$ cat src/rtl/pythag_leg_solver.sv
// Recovers the missing leg Y = sqrt(R*R - X*X) with a restoring, one-bit-per-cycle root.
// Optional build macro ROUND_HALF_EN rounds the root to nearest instead of truncating.
module pythag_leg_solver #(
  parameter int unsigned WIDTH = 8
) (
  input  logic             clk,
  input  logic             rst,
  input  logic [WIDTH-1:0] r_in,
  input  logic [WIDTH-1:0] x_in,
  input  logic             in_valid,
  output logic             in_ready,
  output logic [WIDTH-1:0] y_out,
  output logic             err_out,
  output logic             out_valid,
  input  logic             out_ready
);

  localparam int unsigned CntW = $clog2(WIDTH + 1);

  typedef enum logic [2:0] {StIdle, StSquare, StRoot, StRound, StDone} state_e;

  state_e               state_q;
  logic [WIDTH-1:0]     r_q, x_q, root_q, y_q;
  logic [2*WIDTH-1:0]   rad_q;
  logic [WIDTH+1:0]     rem_q;
  logic [CntW-1:0]      cnt_q;
  logic                 in_ready_q, out_valid_q, err_q;

  logic [2*WIDTH-1:0]   r_ext, x_ext, diff;
  logic [WIDTH+1:0]     rem_sh, trial, rem_nx;
  logic [WIDTH-1:0]     root_nx, root_rnd;

  always_comb begin
    r_ext  = (2*WIDTH)'(r_q);
    x_ext  = (2*WIDTH)'(x_q);
    diff   = r_ext * r_ext - x_ext * x_ext;
    // Remainder stays below 2^WIDTH before each shift, so no bits are lost here.
    rem_sh = {rem_q[WIDTH-1:0], rad_q[2*WIDTH-1 -: 2]};
    trial  = {root_q, 2'b01};
    if (rem_sh >= trial) begin
      rem_nx  = rem_sh - trial;
      root_nx = {root_q[WIDTH-2:0], 1'b1};
    end else begin
      rem_nx  = rem_sh;
      root_nx = {root_q[WIDTH-2:0], 1'b0};
    end
    // rem > root is equivalent to diff >= (root + 0.5)^2.
    root_rnd = root_q;
    if (rem_q > {2'b00, root_q} && root_q != {WIDTH{1'b1}}) begin
      root_rnd = root_q + 1'b1;
    end
  end

  always_ff @(posedge clk) begin
    if (rst) begin
      state_q     <= StIdle;
      r_q         <= '0;
      x_q         <= '0;
      root_q      <= '0;
      rad_q       <= '0;
      rem_q       <= '0;
      cnt_q       <= '0;
      y_q         <= '0;
      err_q       <= 1'b0;
      in_ready_q  <= 1'b1;
      out_valid_q <= 1'b0;
    end else begin
      unique case (state_q)
        StIdle: begin
          if (in_valid) begin
            r_q        <= r_in;
            x_q        <= x_in;
            in_ready_q <= 1'b0;
            state_q    <= StSquare;
          end
        end
        StSquare: begin
          if (x_q > r_q) begin
            err_q       <= 1'b1;
            y_q         <= '0;
            out_valid_q <= 1'b1;
            state_q     <= StDone;
          end else begin
            rad_q   <= diff;
            root_q  <= '0;
            rem_q   <= '0;
            cnt_q   <= CntW'(WIDTH - 1);
            state_q <= StRoot;
          end
        end
        StRoot: begin
          rad_q  <= rad_q << 2;
          rem_q  <= rem_nx;
          root_q <= root_nx;
          cnt_q  <= cnt_q - 1'b1;
          if (cnt_q == '0) begin
`ifdef ROUND_HALF_EN
            state_q     <= StRound;
`else
            y_q         <= root_nx;
            err_q       <= 1'b0;
            out_valid_q <= 1'b1;
            state_q     <= StDone;
`endif
          end
        end
        StRound: begin
          y_q         <= root_rnd;
          err_q       <= 1'b0;
          out_valid_q <= 1'b1;
          state_q     <= StDone;
        end
        StDone: begin
          if (out_ready) begin
            out_valid_q <= 1'b0;
            in_ready_q  <= 1'b1;
            state_q     <= StIdle;
          end
        end
        default: state_q <= StIdle;
      endcase
    end
  end

  assign in_ready  = in_ready_q;
  assign out_valid = out_valid_q;
  assign y_out     = y_q;
  assign err_out   = err_q;

endmodule

$ cat config.mk
export PLATFORM = sky130hd
export DESIGN_NAME = pythag_leg_solver
export DESIGN_NICKNAME = d
export VERILOG_FILES = /design/src/rtl/pythag_leg_solver.sv
export SDC_FILE = /design/constraint.sdc
export NUM_CORES = 1
export LEC_CHECK = 0
export ABC_AREA = 0
export BUFFER_PORTS_ARGS = -buffer_cell sky130_fd_sc_hd__clkbuf_2
export CORE_UTILIZATION = 25
export DETAILED_ROUTE_END_ITERATION = 10
export PLACE_DENSITY = 0.4
export SLEW_MARGIN = 0
export SYNTH_ARGS = -nofsm -noshare
export SYNTH_HDL_FRONTEND = slang
export SYNTH_SLANG_ARGS = --single-unit
$ cat constraint.sdc
create_clock -name clk -period 6.35 [get_ports clk]
set_input_delay 1.27 -clock clk [delete_from_list [all_inputs] [get_ports clk]]
set_output_delay 1.27 -clock clk [all_outputs]
set_load 0.02 [all_outputs]
==> Word level (Yosys, flattened, before mapping) <==
Index checks and enable logic that the tools add are counted.
{ "op_classes": {"addsub": 4, "multipliers": 2, "n_lt_le_gt_ge": 3, "eq_ne": 10, "mux": 28, "reduce_logical": 13} }
{ "op_table": {"columns": ["operator", "count"], "rows": [
  ["8-bit by 8-bit multiplier with 16-bit output", 2],
  ["8-bit 2-to-1 mux", 4],
  ["16-bit case mux with 2 select lines", 1],
  ["8-bit case mux with 3 select lines", 1],
  ["10-bit 2-to-1 mux", 2],
  ["10-bit case mux with 2 select lines", 1],
  ["16-bit 2-to-1 mux", 1],
  ["8-bit case mux with 2 select lines", 1],
  ["16-bit subtractor", 1],
  ["3-bit case mux with 5 select lines", 1],
  ["3-bit 2-to-1 mux", 4],
  ["10-bit greater-or-equal comparator", 1],
  ["10-bit by 8-bit > comparator with 1-bit output", 1],
  ["2-bit inequality test (second input constant)", 5],
  ["10-bit subtractor", 1],
  ["3-bit AND reduction", 3],
  ["8-bit by 1-bit adder with 8-bit output (second input constant)", 1],
  ["8-bit > comparator", 1],
  ["8-bit inequality test (second input constant)", 1],
  ["4-bit case mux with 2 select lines", 1],
  ["1-bit 2-to-1 mux", 7],
  ["3-bit by 2-bit equality test with 1-bit output (second input constant)", 2],
  ["4-bit zero test", 1],
  ["4-bit 2-to-1 mux", 1],
  ["other kinds (13)", 15]
]} }
{ "totals": {"register_bits": 68, "in_bits": 20, "out_inout_bits": 11, "word_cells": 71} }

==> Depth between registers and ports, before layout <==
Gate-level depths: netlist (run 1).
{ "depth": {"depth_word": 4, "depth_mapped": 22, "ltp_nobuf": 21} }

==> Worst setup path after synthesis (run 1) <==
No wires, ideal clock.
{ "synth_path": {"kind": "register -> register", "startpoint": "register x_q[6]", "endpoint": "register rad_q[15]", "setup_ns": 0.132, "t_arrival_ns": 5.211, "required_ns": 6.218, "path_slack_ns": 1.007, "stages_incl_launch_ff": 19, "n_path_buf": 1, "synth_period_minus_slack_ns": 5.343, "cell_sequence": "dfxtp_1 clkbuf_1 and2_1 fa_1 inv_1 fa_1 fa_1 fa_1 fa_1 inv_1 fa_1 inv_1 ha_1 a21oi_1 nand3_1 o21ba_2 a211oi_1 mux2i_1 a21oi_1"} }
{ "synth_via": {"elab_chain_len": 4, "word_cells_on_any_way": 7, "classes_between": "1 x add/sub; 1 x mul; 1 x order compare; 1 x eq/ne; 2 x mux; 1 x reduce/logical"} }
{ "synth_rtl": {"columns": ["element", "line_no", "source"], "rows": [
  ["from (decl)", "23", "logic [WIDTH-1:0] r_q, x_q, root_q, y_q;"],
  ["from (signal assigned)", "72", "x_q <= x_in;"],
  ["8-bit by 8-bit multiplier with 16-bit output", "36", "diff = r_ext * r_ext - x_ext * x_ext;"],
  ["16-bit subtractor", "36", null],
  ["16-bit 2-to-1 mux", "78", "if (x_q > r_q) begin"],
  ["16-bit case mux with 2 select lines", "68", "unique case (state_q)"],
  ["to (signal assigned)", "84", "rad_q <= diff;"],
  ["to (signal assigned)", "92", "rad_q <= rad_q << 2;"],
  ["to (decl)", "24", "logic [2*WIDTH-1:0] rad_q;"]
]} }
Parallel ways exist; a longest one is shown, timed or not. The select of a mux whose other input is x is not followed.
A chain may end at the register's enable or synchronous reset.

==> Final worst setup path (run 1) <==
{ "layout_path": {"startpoint": "register r_q[2]", "endpoint": "register rad_q[15]"} }
{ "layout_via": {"elab_chain_len": 4, "word_cells_on_any_way": 7, "classes_between": "1 x add/sub; 1 x mul; 1 x order compare; 1 x eq/ne; 2 x mux; 1 x reduce/logical"} }
{ "layout_rtl": {"columns": ["element", "line_no", "source"], "rows": [
  ["from (decl)", "23", null],
  ["from (signal assigned)", "71", "r_q <= r_in;"],
  ["8-bit by 8-bit multiplier with 16-bit output", "36", null],
  ["16-bit subtractor", "36", null],
  ["16-bit 2-to-1 mux", "78", null],
  ["16-bit case mux with 2 select lines", "68", null]
]} }
Parallel ways exist; a longest one is shown, timed or not. The select of a mux whose other input is x is not followed.

==> key figures, run 1 <==
Timing
  • Pins Over Slew Limit: 0
  • Setup TNS Final: 0 ns
  • Fin. Hold Viols: 0
  • Minimum clock period after layout: about 5.7 ns
  • Setup Skew: 0.0140 ns
  • Max_slew headroom: 0.328
  • Unrepaired setup endpoints after global routing: false
  • Setup ws final: ~0.64 ns
  • Final setup vio count: 0
  • Fmax: 175 MHz
  • WHS: between 0.4 and 0.5 ns
  • Tcrit/Tclk final: 0.899
  • Worst-Margin Slew: approximately 1.0 ns

Power and ir drop
  • P_sw: roughly 1.6 mW
  • Clock power frac: 0.178
  • Seq pwr share: 0.171
  • Leakage: 3.64 nW
  • Net Sw Frac: 0.470
  • Internal power: roughly 1.8 mW
  • Pwr Density: between 400 and 500 nW/µm²
  • Worst VDD drop: between 0.0002 and 0.00025 V
  • Gate power share: 0.651

Routing
  • Post-Route WL: just under 20000 µm
  • Antenna-violating nets left: 0
  • First-pass DRT Iterations: 4
  • DR WL/cell: 15.2 µm
  • Iteration-0 DRC Markers: around 220
  • DR DRC count: 0
  • DR vias/cell: ~4.5
  • Via count: 5685

Global routing
  • First-pass GRT wire length: ~33000 µm
  • Antenna violations before repair: 0
  • Vias in the first global route: ~6000
  • Largest net degree at the start of global routing: between 60 and 70
  • Grt ovf: 0
  • GRT Total Usage: 0.138

Cells and area
  • Inserted Diodes: 0
  • Fin nets: roughly 1100
  • Layout cell share with drive strength beyond 1: 0.0872
  • P&R area growth vs syn: 12.1%

Critical path
  • Reg-to-Reg End: rad_q[15]
  • Most used cell, CP: fa_1
  • Slowest stage delay, CP: ~0.55 ns
  • Worst setup SP type: flop
  • CP endpoint kind: flop
  • Buf+Inv Stages, Crit Path: 5
  • CP Capture Point: rad_q[15]
  • Delay-heaviest family, CP: adder cells
  • R2r setup slk: between 0.6 and 0.7 ns
  • RR Startpoint: r_q[2]
  • Crit-path max FO: 9
  • Worst EP required: around 6.5 ns
  • CP max stage cell: fa_1
  • Critical Path Start: r_q[2]
  • R2R cell count: 19
  • CP arrival: slightly below 6 ns
  • Stages on the worst setup path: 19
  • Crit-path cells: inv_1, nor2_1, fa_1, inv_1, fa_1, inv_1, fa_1, fa_1, fa_1, inv_1, fa_1, inv_1, ha_1, a21oi_1, nand3_1, o21ba_2, a211oi_1, mux2i_1, a21oi_1
  • Crit path kind: flop to flop

Floorplanning
  • Die X: 173 µm
  • CORE AREA: between 20000 and 30000 µm²
  • Die ar.: roughly 30000 µm²
  • IO Count: 31
  • Initial Utilization: 0.255
  • Die Y: roughly 170 µm
  • Row Count: between 60 and 70

Flow run
  • Maximum Capacitance Violations: 0

Yosys
  • Synth cell types: 74
  • Register bit count reported by yosys: 68
  • Post-Syn Instances: approximately 860
  • Synth Warn #: 0
  • Async SR Flop Fraction: 0
  • Top FF cell, synth: dfxtp_1
  • Post-synthesis sequential area ratio: 0.186
  • Mean Syn Cell Area: between 8 and 9 µm²
  • Syn nets: 1037
  • Synth Cell Area: 7310 µm²
  • EDFF count, synth: 0

Clocking
  • Setup bufs post-CTS: 0
  • Clk sinks: slightly below 70
  • Clock transition at path regs: roughly 0.060 ns
  • TritonCTS clock tree: done
  • H-tree Lvls: 3
  • Post-CTS Hold Fix Bufs: 0
  • Clock Latency Late Sink: between 0.3 and 0.4 ns
  • Max Root-Sink Buffers: 2
  • TritonCTS buffer count: 9
  • Post_cts resized: 0
  • Root Buffer: clkbuf_16

Placement
  • Hpwl dp: around 15000 µm
  • Port bufs: 30
  • GPL Wtd Cong: ~0.78
  • Place WS: between 0.6 and 0.7 ns

Worst hold path
  • Worst hold path class: flop to flop

Status
  • Status: finished clean
## cell families after synthesis
logic type                 count (synthesis)  synth area share
AOI/OAI and AO/OA                        165             0.157
xor gates and xnor gates                  23            0.0276
adders and majority gates                154             0.345
buffers and inverters                    188            0.0998
DFF                                       68             0.186
muxes                                      8            0.0110
other                                      1          0.000513
and+or+nand+nor                          256             0.173
## worst min-delay path, cell delays in order (launching register included)
cell and delay, ns:
dfxtp_1 0.31, nand2_1 0.05, nand2_1 0.04
## cell usage after synthesis, types with 7 or more instances
cell | instances | area share
a211oi_1 | 8 | 0.0082
a21oi_1 | 59 | 0.040
a22oi_1 | 11 | 0.011
a31oi_1 | 7 | 0.0060
and2_1 | 7 | 0.0060
and3_1 | 8 | 0.0068
buf_2 | 7 | 0.0048
clkbuf_1 | 22 | 0.011
dfxtp_1 | 68 | 0.19
fa_1 | 79 | 0.22
ha_1 | 75 | 0.13
inv_1 | 153 | 0.079
mux2i_1 | 8 | 0.011
nand2_1 | 103 | 0.053
nand3_1 | 17 | 0.012
nand4_1 | 11 | 0.0094
nor2_1 | 45 | 0.023
nor3_1 | 14 | 0.0096
nor4_1 | 7 | 0.0060
o21a_1 | 7 | 0.0072
o21ai_0 | 16 | 0.011
or3_1 | 7 | 0.0060
xnor2_1 | 15 | 0.018
xor2_1 | 8 | 0.0096
## through the flow
stage | util | std cells | total power, mW | area (µm²)
floorplan | - | 863 | 2.31 | 7310
global placement | 0.273 | 1251 | 2.87 | 7850
detailed placement | 0.273 | 1251 | 2.85 | 7850
CTS | 0.285 | 1267 | 3.47 | 8190
global route | 0.285 | 1267 | 3.77 | 8190
finish | 0.285 | 1267 | 3.40 | 8190
## registers in the layout (all words and copies together), names as in the netlist
register / cells
y_out: 8
out_valid: 1
rem_q: 10
rad_q: 16
r_q: 8
x_q: 8
in_ready: 1
cnt_q: 4
root_q: 8
state_q: 3
err_out: 1
## routing by layer
metal / track usage / vias to the layer above / wire, µm / share of wire
li1: - / 2899 / - / -
met1: 0.191 / 2744 / 9880 / 0.51
met2: 0.228 / 34 / 9060 / 0.47
met3: 0.0154 / 8 / 166 / 0.0086
met4: 0.0317 / 0 / 189 / 0.0098
met5: 0 / - / 0 / 0
## power groups by stage
stage | clock (mW) | sequential, mW | combinational (mW)
4_1_cts | 0.618 | 0.583 | 2.27
3_3_place_gp | 0 | 0.593 | 2.27
3_5_place_dp | 0 | 0.592 | 2.26
5_1_grt | 0.637 | 0.595 | 2.54
2_1_floorplan | 0 | 0.569 | 1.74
6_report | 0.605 | 0.583 | 2.21
## cell type report
type                       count  area (µm²)
fill                        3163       20500
multi-input combinational    607        5220
sequential                    68        1360
inverter                     155         582
tap                          384         480
clock buffer                  10         229
timing repair buffer          37         203
clock inverter                 6         113
## worst min path at each step
stage / start / endpoint / depth (start not counted)
after detailed placement: in_ready / in_ready / 2
after floorplan: rem_q[8] / rem_q[8] / 1
after global routing: rad_q[5] / rad_q[5] / 2
after CTS: in_ready / in_ready / 2
after global placement: in_ready / in_ready / 2
final: in_ready / in_ready / 2
## layout by cell type, fill, tap and decap left out, drive strengths merged, types with 10 or more instances in the layout
master  count
inv       155
nand2     104
fa         79
ha         75
dfxtp      68
a21oi      62
nor2       48
clkbuf     40
o21ai      20
nor3       18
nand3      17
xnor2      15
nand4      12
a22oi      11
a211oi     10
(Power assumes the default switching activity.)
==> inputs of run 2 (changes only) <==
- CORE_UTILIZATION: 25 -> 58
- PLACE_DENSITY: 0.4 -> 0.77
==> key figures, run 2 (same netlist as run 1, synthesis figures left out) <==
Power and ir drop
  • Net Sw Frac: 0.467 (-0.00284)
  • Gate power share: 0.657 (+0.006)
  • Leakage: 3.61 nW (-0.95%)
  • Internal power: 1.75 mW (-2.9%)
  • Seq pwr share: 0.176 (+0.005)
  • Clock power frac: 0.167 (-0.011)
  • Worst VDD drop: 0.000299 V (+36%)
  • Pwr Density: 418 nW/µm² (+0.52%)
  • P_sw: 1.54 mW (-4.0%)

Global routing
  • First-pass GRT wire length: 28000 µm (-14%)
  • Vias in the first global route: 5906 (-2.1%)
  • Antenna violations before repair: 0 (unchanged)
  • GRT Total Usage: 0.275 (+0.138)
  • Largest net degree at the start of global routing: 69 (unchanged)
  • Grt ovf: 0 (unchanged)

Floorplanning
  • CORE AREA: 12200 µm² (-58%)
  • Die Y: 114 µm (-34%)
  • Die ar.: 13100 µm² (-56%)
  • IO Count: 31 (unchanged)
  • Initial Utilization: 0.601 (+0.346)
  • Die X: 114 µm (-34%)
  • Row Count: 40 (-35%)

Timing
  • Setup Skew: 0.00756 ns (-0.00642 ns)
  • WHS: 0.441 ns (-0.00431 ns)
  • Final setup vio count: 0 (unchanged)
  • Unrepaired setup endpoints after global routing: false
  • Max_slew headroom: 0.393 (+0.0650)
  • Setup TNS Final: 0 ns (unchanged)
  • Fmax: 178 MHz (+1.4%)
  • Minimum clock period after layout: 5.63 ns (-0.0783 ns)
  • Tcrit/Tclk final: 0.887 (-0.0123)
  • Pins Over Slew Limit: 0 (unchanged)
  • Fin. Hold Viols: 0 (unchanged)
  • Worst-Margin Slew: 0.908 ns (-0.100 ns)

Critical path
  • R2r setup slk: 0.72 ns (+0.08 ns)
  • Worst EP required: 6.54 ns (about the same)
  • Crit path kind: flop to flop
  • CP arrival: 5.82 ns (-0.07 ns)
  • Crit-path cells: and2_1, fa_1, inv_1, fa_1, fa_1, fa_1, fa_1, inv_1, fa_1, inv_1, ha_1, a21oi_1, nand3_1, o21ba_2, a211oi_1, mux2i_1, a21oi_1
  • Crit-path max FO: 13 (+4)
  • Slowest stage delay, CP: 0.61 ns (+0.06 ns)
  • CP max stage cell: dfxtp_1
  • CP endpoint kind: flop
  • Most used cell, CP: fa_1
  • Worst setup SP type: flop

Clocking
  • Post_cts resized: 0 (unchanged)
  • Clock transition at path regs: 0.06 ns (about the same)
  • TritonCTS buffer count: 9 (unchanged)
  • Max Root-Sink Buffers: 2 (unchanged)
  • Clock Latency Late Sink: 0.34 ns (about the same)
  • Setup bufs post-CTS: 0 (unchanged)
  • Root Buffer: clkbuf_16
  • TritonCTS clock tree: done
  • Post-CTS Hold Fix Bufs: 0 (unchanged)
  • H-tree Lvls: 3 (unchanged)
  • Clk sinks: 68 (unchanged)

Cells and area
  • Layout cell share with drive strength beyond 1: 0.0842 (-0.00302)
  • Multi-input logic area: 5220 µm² (unchanged)
  • Fillers: 1042 (-67%)
  • Fin nets: 1049 (-0.29%)
  • P&R area growth vs syn: 7.70%
  • Sequential cell area: 1360 µm² (unchanged)
  • Most common cell after layout, fill and taps aside: inv_1
  • Inserted Diodes: 0 (unchanged)
  • Final core occ: 0.647 (+0.362)
  • Regs by FF count: rad_q: 16 flops, rem_q: 10 flops
  • Most frequent cells in the layout: inv_1 (153), nand2_1 (103), fa_1 (79), ha_1 (75), dfxtp_1 (68)
  • Largest register FFs: 16 (unchanged)
  • Top reg by flops: rad_q

Routing
  • Antenna-violating nets left: 0 (unchanged)
  • DR DRC count: 0 (unchanged)
  • Post-Route WL: 16100 µm (-16%)
  • Via count: 5889 (+3.6%)
  • DR vias/cell: 5.62 (+25%)
  • First-pass DRT Iterations: 5 (+1)
  • DR WL/cell: 15.4 µm (+1.2%)
  • Iteration-0 DRC Markers: 453 (+110%)

Placement
  • Port bufs: 30 (unchanged)
  • Hpwl dp: 12600 µm (-17%)
  • GPL Wtd Cong: 0.873 (+11%)

Flow run
  • Maximum Capacitance Violations: 0 (unchanged)

Status
  • Status: finished clean

Worst hold path
  • Worst hold path class: flop to flop
## run 2: cell types whose count changed in the layout (fill, tap and decap cells not counted), sizes merged
cell	previous run	this run
clkinvlp	0	2
buf	7	4
inv	155	156
bufinv	3	2
clkinv	3	1
clkbuf	40	39
## run 2: final cells by class
class | instances | area share
well taps | 168 | 0.0267
inverters | 155 | 0.0739
clock buffers | 9 | 0.0286
flip-flops and latches | 68 | 0.173
multi-input cells | 607 | 0.664
repair buffers | 34 | 0.0229
clock inverters | 6 | 0.0113
## run 2: power groups by stage
stage | combinational [mW] | clock [mW] | sequential (mW)
global placement | 2.11 | 0 | 0.584
floorplan | 1.74 | 0 | 0.569
detailed placement | 2.14 | 0 | 0.587
global route | 2.47 | 0.570 | 0.592
finish | 2.16 | 0.549 | 0.580
CTS | 2.15 | 0.556 | 0.578
## run 2: final timing paths
check           start  depth (start not counted)         to
max reg2reg    x_q[5]                         17  rad_q[15]
max            x_q[5]                         17  rad_q[15]
min reg2reg  in_ready                          2   in_ready
min          in_ready                          2   in_ready
## run 2: per-stage QoR
stage | instance area (µm²) | std cells | power, mW | setup slack [ns]
after floorplan | 7310 | 863 | 2.31 | 1.01
after global placement | 7560 | 1032 | 2.70 | 0.865
after detailed placement | 7560 | 1032 | 2.72 | 0.783
after CTS | 7870 | 1047 | 3.29 | 0.763
after global routing | 7870 | 1047 | 3.63 | 0.348
final | 7870 | 1047 | 3.29 | 0.718
## run 2: metal layers
metal | track usage | vias up | share of wire
met1 | 0.379 | 2805 | 0.47
met3 | 0.0360 | 27 | 0.048
li1 | - | 2890 | -
met5 | 0 | - | 0
met4 | 0.0952 | 0 | 0.023
met2 | 0.448 | 167 | 0.46
## run 2: worst max-delay path, delay by kind of cell (launching register included)
family | cells | cell delay [ns]
adders and majority gates | 7 | 3.33
AOI/OAI and AO/OA | 4 | 0.75
DFF | 1 | 0.61
and+or+nand+nor | 2 | 0.36
muxes | 1 | 0.23
buffers and inverters | 3 | 0.18
